<file path="src/rtl/pipe_pkg.sv">
// Shared pipeline definitions: widths, NOP encoding, reset/halt defaults and
// the fetch-stage state type.
package pipe_pkg;
   localparam int unsigned XLEN = 32;
   localparam int unsigned ILEN = 32;

   localparam logic [ILEN-1:0] NOP               = '0;
   localparam logic [XLEN-1:0] RESET_PC_DEFAULT  = 32'h0000_0000;
   localparam logic [ILEN-1:0] HALT_WORD_DEFAULT = 32'hFFFF_FFFF;

   typedef enum logic {
      FETCH  = 1'b0,
      HALTED = 1'b1
   } fetch_state_e;
endpackage

</file>
<file path="src/rtl/ifid_reg.sv">
// IF/ID pipeline register: load captures a fetched word, flush inserts a NOP
// bubble, neither holds the current contents.
module ifid_reg
   import pipe_pkg::*;
(
   input  logic            CLK,
   input  logic            RST,
   input  logic            load_i,
   input  logic            flush_i,
   input  logic [31:0]     instr_i,
   input  logic [31:0]     pc4_i,
   output logic [31:0]     instr_o,
   output logic [31:0]     pc4_o,
   output logic            valid_o
);

   logic [ILEN-1:0] instr_q, instr_d;
   logic [XLEN-1:0] pc4_q,   pc4_d;
   logic            valid_q, valid_d;

   // flush takes precedence over load so a cancelled fetch never lands
   always_comb begin
      instr_d = instr_q;
      pc4_d   = pc4_q;
      valid_d = valid_q;
      if (flush_i) begin
         instr_d = NOP;
         pc4_d   = '0;
         valid_d = 1'b0;
      end else if (load_i) begin
         instr_d = instr_i;
         pc4_d   = pc4_i;
         valid_d = 1'b1;
      end
   end

   always_ff @(posedge CLK) begin
      if (RST) begin
         instr_q <= NOP;
         pc4_q   <= '0;
         valid_q <= 1'b0;
      end else begin
         instr_q <= instr_d;
         pc4_q   <= pc4_d;
         valid_q <= valid_d;
      end
   end

   assign instr_o = instr_q;
   assign pc4_o   = pc4_q;
   assign valid_o = valid_q;

endmodule

</file>
<file path="src/rtl/if_fetch_stage.sv">
// Instruction-fetch stage: PC, FETCH/HALTED control and IF/ID register.
// Define IF_PERF_CNT_EN to build the fetch/stall/redirect performance counters.
module if_fetch_stage
   import pipe_pkg::*;
#(
   parameter logic [31:0] RESET_PC  = RESET_PC_DEFAULT,
   parameter logic [31:0] HALT_WORD = HALT_WORD_DEFAULT
) (
   input  logic        CLK,
   input  logic        RST,
   input  logic        stall_i,
   input  logic        redirect_i,
   input  logic [31:0] redirect_pc_i,
   output logic [31:0] imem_addr_o,
   input  logic [31:0] imem_data_i,
   output logic [31:0] pc_o,
   output logic [31:0] ifid_instr_o,
   output logic [31:0] ifid_pc4_o,
   output logic        ifid_valid_o,
   output logic        halted_o,
   output logic [31:0] fetch_cnt_o,
   output logic [31:0] stall_cnt_o,
   output logic [31:0] redirect_cnt_o
);

   fetch_state_e    state_q, state_d;
   logic [XLEN-1:0] pc_q, pc_d;
   logic [XLEN-1:0] pc_plus4;
   logic            ifid_load, ifid_flush;

   assign pc_plus4 = pc_q + 32'd4;

   // priority: redirect > stall > normal fetch (RST handled in the registers)
   always_comb begin
      state_d    = state_q;
      pc_d       = pc_q;
      ifid_load  = 1'b0;
      ifid_flush = 1'b0;
      if (redirect_i) begin
         pc_d       = {redirect_pc_i[31:2], 2'b00};
         ifid_flush = 1'b1;
         state_d    = FETCH;
      end else if (!stall_i) begin
         case (state_q)
            FETCH: begin
               if (imem_data_i != HALT_WORD) begin
                  ifid_load = 1'b1;
                  pc_d      = pc_plus4;
               end else begin
                  ifid_flush = 1'b1;
                  state_d    = HALTED;
               end
            end
            HALTED: ifid_flush = 1'b1;
            default: state_d = FETCH;
         endcase
      end
   end

   always_ff @(posedge CLK) begin
      if (RST) begin
         state_q <= FETCH;
         pc_q    <= RESET_PC;
      end else begin
         state_q <= state_d;
         pc_q    <= pc_d;
      end
   end

   ifid_reg u_ifid_reg (
      .CLK     (CLK),
      .RST     (RST),
      .load_i  (ifid_load),
      .flush_i (ifid_flush),
      .instr_i (imem_data_i),
      .pc4_i   (pc_plus4),
      .instr_o (ifid_instr_o),
      .pc4_o   (ifid_pc4_o),
      .valid_o (ifid_valid_o)
   );

   assign imem_addr_o = pc_q;
   assign pc_o        = pc_q;
   assign halted_o    = (state_q == HALTED);

`ifdef IF_PERF_CNT_EN
   logic [31:0] fetch_cnt_q, fetch_cnt_d;
   logic [31:0] stall_cnt_q, stall_cnt_d;
   logic [31:0] redir_cnt_q, redir_cnt_d;

   // stall counting stops in HALTED; redirects are always counted
   always_comb begin
      fetch_cnt_d = fetch_cnt_q;
      stall_cnt_d = stall_cnt_q;
      redir_cnt_d = redir_cnt_q;
      if (ifid_load)
         fetch_cnt_d = fetch_cnt_q + 32'd1;
      if (stall_i && !redirect_i && (state_q == FETCH))
         stall_cnt_d = stall_cnt_q + 32'd1;
      if (redirect_i)
         redir_cnt_d = redir_cnt_q + 32'd1;
   end

   always_ff @(posedge CLK) begin
      if (RST) begin
         fetch_cnt_q <= '0;
         stall_cnt_q <= '0;
         redir_cnt_q <= '0;
      end else begin
         fetch_cnt_q <= fetch_cnt_d;
         stall_cnt_q <= stall_cnt_d;
         redir_cnt_q <= redir_cnt_d;
      end
   end

   assign fetch_cnt_o    = fetch_cnt_q;
   assign stall_cnt_o    = stall_cnt_q;
   assign redirect_cnt_o = redir_cnt_q;
`else
   assign fetch_cnt_o    = '0;
   assign stall_cnt_o    = '0;
   assign redirect_cnt_o = '0;
`endif

endmodule

</file>
<file path="config.mk">
export PLATFORM = sky130hd
export DESIGN_NAME = if_fetch_stage
export DESIGN_NICKNAME = d
export VERILOG_FILES = /design/src/rtl/pipe_pkg.sv /design/src/rtl/ifid_reg.sv /design/src/rtl/if_fetch_stage.sv
export SDC_FILE = /design/constraint.sdc
export NUM_CORES = 1
export LEC_CHECK = 0
export CORE_MARGIN = 1.5
export CORE_UTILIZATION = 44
export DETAILED_ROUTE_END_ITERATION = 6
export PLACE_DENSITY = 0.92
export SETUP_SLACK_MARGIN = 0.1
export SYNTH_ARGS = -nofsm -noshare
export SYNTH_HDL_FRONTEND = slang
export SYNTH_SLANG_ARGS = --single-unit
</file>
<file path="constraint.sdc">
create_clock -name CLK -period 4.3 [get_ports CLK]
set_input_delay 0.645 -clock CLK [delete_from_list [all_inputs] [get_ports CLK]]
set_output_delay 0.645 -clock CLK [all_outputs]
set_load 0.05 [all_outputs]
</file>
After elaboration in Yosys (flattened, before gate mapping)
Index checks and enable logic that the tools add are counted.
{ "word_totals": {"regBits": 98, "in_bits": 68, "out_inout_bits": 226, "wordCells": 30} }
{ "op_classes": {"addsub": 1, "eq_ne": 3, "muxes": 13, "bitwise": 2, "n_reduce_logical": 5} }
{ "ops": {"columns": ["operator", "n"], "rows": [
  ["2-to-1 mux 32 bit", 4],
  ["adder 32 x 3 -> 32 bit (second input constant)", 1],
  ["!= test 32 bit (second input constant)", 1],
  ["2-to-1 mux 1 bit", 8],
  ["AND reduction 3 bit", 2],
  ["OR reduction 2 bit", 2],
  ["!= test 2 x 1 -> 1 bit (second input constant)", 1],
  ["!= test 2 bit (second input constant)", 1],
  ["inverter 1 bit", 2],
  ["one-hot mux 1 bit (2 select lines)", 1],
  ["nonzero test 2 bit", 1]
]} }

Depth between registers and ports, before layout
Gate-level depths: netlist of run 1.
{ "depth": {"ltp_word": 6, "mapped_depth": 7, "ltp_nobuf": 6} }

Hierarchy
A second synthesis of run 1 with hierarchy kept.
{ "unflattened": {"cells_unflattened": 640, "hier_area_um2": 5622.9} }
{ "modules_own_cells": {"columns": ["module", "n_inst", "cells_per_inst", "area_per_inst_um2", "seq_area_each_um2"], "rows": [
  ["if_fetch_stage", 1, 430, 3283.1, 620.6],
  ["ifid_reg", 1, 210, 2339.7, 1301.2]
]} }

Worst setup path before layout of run 1
Ideal clock, no wire load.
{ "synth_path": {"path_type": "reg2reg", "startpoint": "reg pc_q[2] (netlist: imem_addr_o[2])", "endpoint": "reg pc_q[20] (netlist: imem_addr_o[20])", "setup_ns": 0.103, "t_arrival_ns": 2.364, "required_ns": 4.197, "path_slack_ns": 1.832, "path_stages_with_launch": 7, "path_buffers": 0, "synth_period_minus_slack_ns": 2.468, "cell_sequence": "dfxtp_1 > ha_1 > nand3_4 > or4_4 > a2111oi_4 > nor3_1 > a2111oi_2"} }
{ "synth_between": {"elab_chain_cells": 5} }
{ "synth_lines": {"columns": ["element", "line_no", "rtl"], "rows": [
  ["from (decl)", "if_fetch_stage.sv:27", "logic [XLEN-1:0] pc_q, pc_d;"],
  ["from (signal assigned)", "if_fetch_stage.sv:66", "pc_q <= pc_d;"],
  ["adder 32 x 3 -> 32 bit", "if_fetch_stage.sv:31", "assign pc_plus4 = pc_q + 32'd4;"],
  ["2-to-1 mux 32 bit", "if_fetch_stage.sv:46", "if (imem_data_i != HALT_WORD) begin"],
  ["2-to-1 mux 32 bit", "if_fetch_stage.sv:44", "case (state_q)"],
  ["2-to-1 mux 32 bit", "if_fetch_stage.sv:43", "end else if (!stall_i) begin"],
  ["2-to-1 mux 32 bit", "if_fetch_stage.sv:39", "if (redirect_i) begin"]
]} }
No other way between the ends. The select of a mux whose other input is x is not followed.
A chain may end at the register's enable or synchronous reset.

Final worst setup path of run 1
{ "layout_path": {"startpoint": "in stall_i", "endpoint": "reg u_ifid_reg.pc4_q[29] (netlist: u_ifid_reg.pc4_o[29])"} }
{ "layout_between": {"elab_chain_cells": 3, "elab_cells_between_ends": 5, "cone_classes": "4 x mux; 1 x reduce/logical"} }
{ "layout_lines": {"columns": ["element", "line_no", "rtl"], "rows": [
  ["from (decl)", "if_fetch_stage.sv:11", "input logic stall_i,"],
  ["2-to-1 mux 1 bit", "if_fetch_stage.sv:43", null],
  ["2-to-1 mux 1 bit", "if_fetch_stage.sv:39", null],
  ["OR reduction 2 bit (no source line)", null, null],
  ["to (signal assigned)", "ifid_reg.sv:44", "pc4_q <= pc4_d;"],
  ["to (decl)", "ifid_reg.sv:18", "logic [XLEN-1:0] pc4_q, pc4_d;"]
]} }
Parallel ways exist; a longest one is shown, timed or not.

==> flow_summary.toml, run 1 <==
[drt]
wire_per_inst_um = 15.8
drc = 0
dr_total_vias = 5133
drt-initial-drc-count = 328
drtPass1Iterations = 5
antenna_left = 0
routed_via_density = 5.13
drt_wl_total_um = 15900

[grt]
grt_pass1_vias = 4626
grt_use_total = 0.225
grt_pass1_wl_um = 23900
grt_max_degree = 63
overflow = 0
antenna_found_initial = 0

[synthesis]
synth_edf_count = 0
yosysSeqAreaShare = 0.331
synth-seq-cells = 94
syn-cell-area_sq_mm = 0.00568
synth_flop_cell = "dfxtp_1"
yosys_warnings = 0
synthArstFlopShare = 0
avgSynthCellArea_sq_um = 8.24
synth.distinct_cells = 61
syn_inst = 690

[pwr]
power_w = 0.00251
p_leak_nw = 2.69
peakVddDrop_uv = 156
p_per_area_mw_per_mm2 = 341

[clock_tree]
cts_sinks = 94
post_cts_buffers = 0
clockRootBuffer = "clkbuf_16"
insertion_delay_ns = 0.35
cts_buffers = 9
cts_max_level = 3
cts_tree = "built"
ctsHoldBuffers = 0
max-clock-path-buffers = 2
cts_resized = 0
clk_pin_slew_ns = 0.07

[worst_setup_path]
crit_arrival_ns = 3.65
cp_cell_sequence = "clkdlybuf4s50_1, or2_2, a211oi_4, buf_4, nor2_1, a211oi_1"
cp.required_ns = 4.55
criticalPathCategory = "input pin to flip-flop"
cp.buffers_inverters = 2
cp_slowest_cell = "a211oi_4"
worstPathMaxFanout = 62
end_kind = "flip-flop"
max_stage_delay_ns = 1.00
crit_family = "compound AO/OA/AOI/OAI gates"
cp-start-kind = "input pin"

[floorplan]
placementRows = 41
die_h_um = 117
die_area_sq_mm = 0.0136
ios = 294
die_w_um = 117
initial_core_util = 0.450
coreArea_sq_mm = 0.0126

[timing]
finalCritPeriodShare = 0.791
fmax_mhz = 294
fin_hold_ws_ns = 0.455
worst_slew_pin_slew_ns = 1.19
skew_ns = 0.00790
totalNegativeSetupSlack_ns = 0
finalHoldViolCount = 0
min_period_ns = 3.40
slew_headroom = 0.204
finalMaxSlewViolations = 0
rsz0062_at_grt = "false"
setup_viol = 0

[run]
max-cap-violations = 0

[final_layout]
regArea_sq_mm = 0.00188
drive_above_1_share = 0.0568
area_delta_synth_final_pct = 29.7
final_common_cell = "clkdlybuf4s50_1"
final_cell_mix = "clkdlybuf4s50_1, conb_1, dfxtp_1, nand2_1, nor2_1"
multiInputGateArea_sq_mm = 0.00295
num-nets-final = 893
fill_cells = 1153

[status]
status = "complete, no violations"

[place]
dp_hpwl_um = 11600
port-buffer-count = 189
place_congestion = 0.796

[hold_path]
min_path_type = "flip-flop to flip-flop"
[per-stage QoR]
stage / worst slack, ns / cells / cell area, sq um / utilization
floorplan: 1.83 / 791 / 6060 / -
global placement: 0.643 / 985 / 7070 / 0.560
detailed placement: 0.541 / 985 / 7070 / 0.560
CTS: 0.909 / 1000 / 7370 / 0.584
global route: 0.631 / 1000 / 7370 / 0.584
finish: 0.898 / 1001 / 7370 / 0.584
[power breakdown]
group | internal, W | switching (W)
sequential | 0.000907 | 0.0000603
clock | 0.000453 | 0.000359
combinational | 0.000204 | 0.000530
[registers in the layout, indices dropped and copies added, names as in the netlist]
signal / cells
halted_o: 1
imem_addr_o: 30
u_ifid_reg.instr_o: 32
u_ifid_reg.pc4_o: 30
u_ifid_reg.valid_o: 1
[layer usage]
metal | share of wire | GRT usage | vias up
met5 | 0 | 0 | -
met4 | 0.028 | 0.0980 | 0
met3 | 0.067 | 0.0306 | 32
met2 | 0.50 | 0.390 | 240
met1 | 0.41 | 0.279 | 2398
li1 | - | - | 2463
[path summary, 6_finish.rpt]
check	startpoint	endpoint	slack [ns]	cells after the start
hold / removal	u_ifid_reg.instr_o[6]	u_ifid_reg.instr_o[6]	0.45	2
hold reg to reg	u_ifid_reg.instr_o[6]	u_ifid_reg.instr_o[6]	0.45	2
setup reg to reg	halted_o	u_ifid_reg.pc4_o[29]	1.37	5
setup / recovery	stall_i	u_ifid_reg.pc4_o[29]	0.90	6
[tightest hold or removal path: stages (launching register included)]
cell	delay [ns]
dfxtp_1	0.31
nand2_1	0.05
a21oi_1	0.05
[synthesized netlist by cell type, drive strengths merged (3+ instances only)]
| cell | count | area, sq um |
|---|---|---|
| a2111oi | 12 | 145 |
| a211o | 7 | 61.3 |
| a211oi | 46 | 350 |
| a21oi | 35 | 179 |
| a32o | 7 | 70.1 |
| and3 | 13 | 81.3 |
| and4 | 11 | 97.6 |
| buf | 160 | 1150 |
| clkbuf | 19 | 71.3 |
| dfxtp | 94 | 1880 |
| inv | 11 | 41.3 |
| nand2 | 85 | 319 |
| nand3 | 13 | 77.6 |
| nand4 | 21 | 138 |
| nor2 | 52 | 195 |
| nor3 | 16 | 80.1 |
| nor4 | 5 | 65.1 |
| o211ai | 3 | 27.5 |
| o21ai | 3 | 22.5 |
| or3 | 9 | 56.3 |
| or4 | 6 | 52.6 |
| xnor2 | 21 | 184 |
| xor2 | 13 | 114 |
[logic make-up (layout without fill, tap and decap cells)]
family	Yosys count	after routing	synth area share
adder cells (fa/ha/maj)	1	1	0.00220
XOR/XNOR	34	34	0.0524
multiplexers	1	1	0.00176
AO/OA/AOI/OAI	127	127	0.172
buffers and inverters	190	227	0.222
other	1	103	0.000660
AND/OR/NAND/NOR	242	242	0.218
flip-flops	94	94	0.331
[final cells by class]
| class | instances | share of cell area |
|---|---|---|
| clock inverters | 6 | 0.00985 |
| multi-input cells | 507 | 0.400 |
| repair buffers | 201 | 0.269 |
| well taps | 172 | 0.0292 |
| diodes | 1 | 0.000340 |
| clock buffers | 9 | 0.0306 |
| flip-flops and latches | 94 | 0.255 |
| inverters | 11 | 0.00560 |
(Power assumes the default switching activity.)
==> run 2, diff against run 1 <==
--- a/config.mk
+++ b/config.mk
@@ -6,9 +6,9 @@
 export NUM_CORES = 1
 export LEC_CHECK = 0
 export CORE_MARGIN = 1.5
-export CORE_UTILIZATION = 44
+export CORE_UTILIZATION = 37
 export DETAILED_ROUTE_END_ITERATION = 6
-export PLACE_DENSITY = 0.92
+export PLACE_DENSITY = 0.83
 export SETUP_SLACK_MARGIN = 0.1
 export SYNTH_ARGS = -nofsm -noshare
 export SYNTH_HDL_FRONTEND = slang
==> constraint.sdc (replaced) <==
create_clock -name CLK -period 3 [get_ports CLK]
set_input_delay 0.45 -clock CLK [delete_from_list [all_inputs] [get_ports CLK]]
set_output_delay 0.45 -clock CLK [all_outputs]
set_load 0.05 [all_outputs]
==> run 2 against run 1 <==
Compared with the run above:
- count of clock-buffer cells in the layout is the same
- largest power group unchanged
- worst hold slack worse by 0.00084 ns
- non-clock buffer count rose by 7
- largest cell class unchanged
- sequential share of layout area shrank 0.45 points
- global-route usage decreased by 3.4 points
- first-iteration DRC count down 7.9%
==> flow_summary.toml, run 2 (synthesis gave the netlist of run 1 again) <==
[worst_setup_path]
crit_arrival_ns = 2.73
cp.buffers_inverters = 3
cp-start-kind = "input pin"
cp_slowest_cell = "a211oi_4"
r2r_start = "imem_addr_o[5]"
max_stage_delay_ns = 0.77
end_kind = "flip-flop"
reg2reg_slack_ns = 0.65
r2r-end = "imem_addr_o[17]"
reg2reg_depth = 5
criticalPathCategory = "input pin to flip-flop"
cp_cell_sequence = "clkdlybuf4s50_1, nand4_1, nor4_2, buf_4, a211oi_4, buf_12, nor2_1, a211oi_1"
worstPathMaxFanout = 72
crit_family = "compound AO/OA/AOI/OAI gates"
cp.required_ns = 3.26

[clock_tree]
cts_resized = 0
cts_max_level = 3
insertion_delay_ns = 0.35
cts_buffers = 9
cts_sinks = 94
clk_pin_slew_ns = 0.07
max-clock-path-buffers = 2
clockRootBuffer = "clkbuf_16"
post_cts_buffers = 0
cts_tree = "built"
ctsHoldBuffers = 0

[final_layout]
final_cell_mix = "clkdlybuf4s50_1, conb_1, dfxtp_1, nand2_1, nor2_1"
area_delta_synth_final_pct = 32.0
final_common_cell = "clkdlybuf4s50_1"
largest_reg_flops = 32
num-nets-final = 900
diodes = 0
drive_above_1_share = 0.0647

[floorplan]
coreArea_sq_mm = 0.0151
die_w_um = 127
die_h_um = 127
die_area_sq_mm = 0.0161
placementRows = 45
ios = 294
initial_core_util = 0.377

[timing]
finalMaxSlewViolations = 0
finalCritPeriodShare = 0.823
slew_headroom = 0.393
totalNegativeSetupSlack_ns = 0
min_period_ns = 2.47
worst_slew_pin_slew_ns = 0.908
setup_viol = 0
fmax_mhz = 405
rsz0062_at_grt = "false"
skew_ns = 0.0104
finalHoldViolCount = 0

[status]
status = "complete, no violations"

[hold_path]
min_path_type = "flip-flop to flip-flop"
min_to = "u_ifid_reg.instr_o[5]"
hold_depth = 2
hold_path.startpoint = "u_ifid_reg.instr_o[5]"

[drt]
dr_total_vias = 5087
wire_per_inst_um = 15.5
drc = 0
routed_via_density = 4.97
drt-initial-drc-count = 302
drtPass1Iterations = 4
drt_wl_total_um = 15900
antenna_left = 0

[pwr]
p_leak_nw = 2.75
peakVddDrop_uv = 331
p_per_area_mw_per_mm2 = 482
power_w = 0.00361

[grt]
overflow = 0
grt_use_total = 0.191
antenna_found_initial = 0
grt_pass1_wl_um = 24300
grt_pass1_vias = 4601
grt_max_degree = 73

[place]
dp_hpwl_um = 11700
place_congestion = 0.819
port-buffer-count = 189

[run]
max-cap-violations = 0
[run 2: changes by cell type in the layout (fill, tap and decap cells not counted)]
cell / change
buf_4: +2
clkinvlp_4: -1
clkinv_4: +1
diode_2: -1
inv_8: -1
buf_12: +5
inv_6: +1
[run 2: metal layers]
metal,global-route usage,vias to the layer above,share of wire
met5,0,-,0
met4,0.0735,0,0.021
met3,0.0380,24,0.069
met2,0.329,229,0.50
met1,0.235,2362,0.41
li1,-,2472,-
[run 2: worst reg2reg max path, stage by stage, from the launching register on]
cell and delay, ns:
dfxtp_1 0.60, and4_1 0.34, nand4_1 0.21, a2111oi_0 0.65, nor3_1 0.08, a2111oi_0 0.36
[run 2: metrics by stage]
step	hold slack (ns)	area, sq um	worst slack [ns]	std cells	util
global route	0.472	7500	0.341	1023	0.497
global placement	0.441	7200	0.220	1008	0.477
detailed placement	0.447	7200	0.188	1008	0.477
floorplan	0.586	6060	0.532	791	-
CTS	0.457	7500	0.539	1023	0.497
finish	0.454	7500	0.530	1023	0.497
[run 2: worst max-delay path by stage]
stage	start	endpoint	depth (start not counted)
after floorplan	imem_addr_o[2]	imem_addr_o[20]	6
after CTS	imem_data_i[14]	imem_addr_o[5]	7
after global placement	imem_data_i[29]	u_ifid_reg.pc4_o[29]	8
final	imem_data_i[29]	u_ifid_reg.pc4_o[27]	8
after global routing	imem_addr_o[5]	imem_addr_o[17]	5
after detailed placement	imem_data_i[14]	imem_addr_o[5]	7
[run 2: area by class of cell]
type                       instances  area (sq um)
tap                              188           235
clock buffer                       9           225
fill                            1484          7590
clock inverter                     6          71.3
sequential                        94          1880
inverter                          11          41.3
timing repair buffer             208          2100
multi-input combinational        507          2950
[run 2: report_power, final]
part / switching (W) / leakage [nW] / internal (W)
Sequential: 0.0000787 / 0.769 / 0.00130
Clock: 0.000512 / 0.138 / 0.000648
Combinational: 0.000769 / 1.84 / 0.000307
Total: 0.00136 / 2.75 / 0.00225
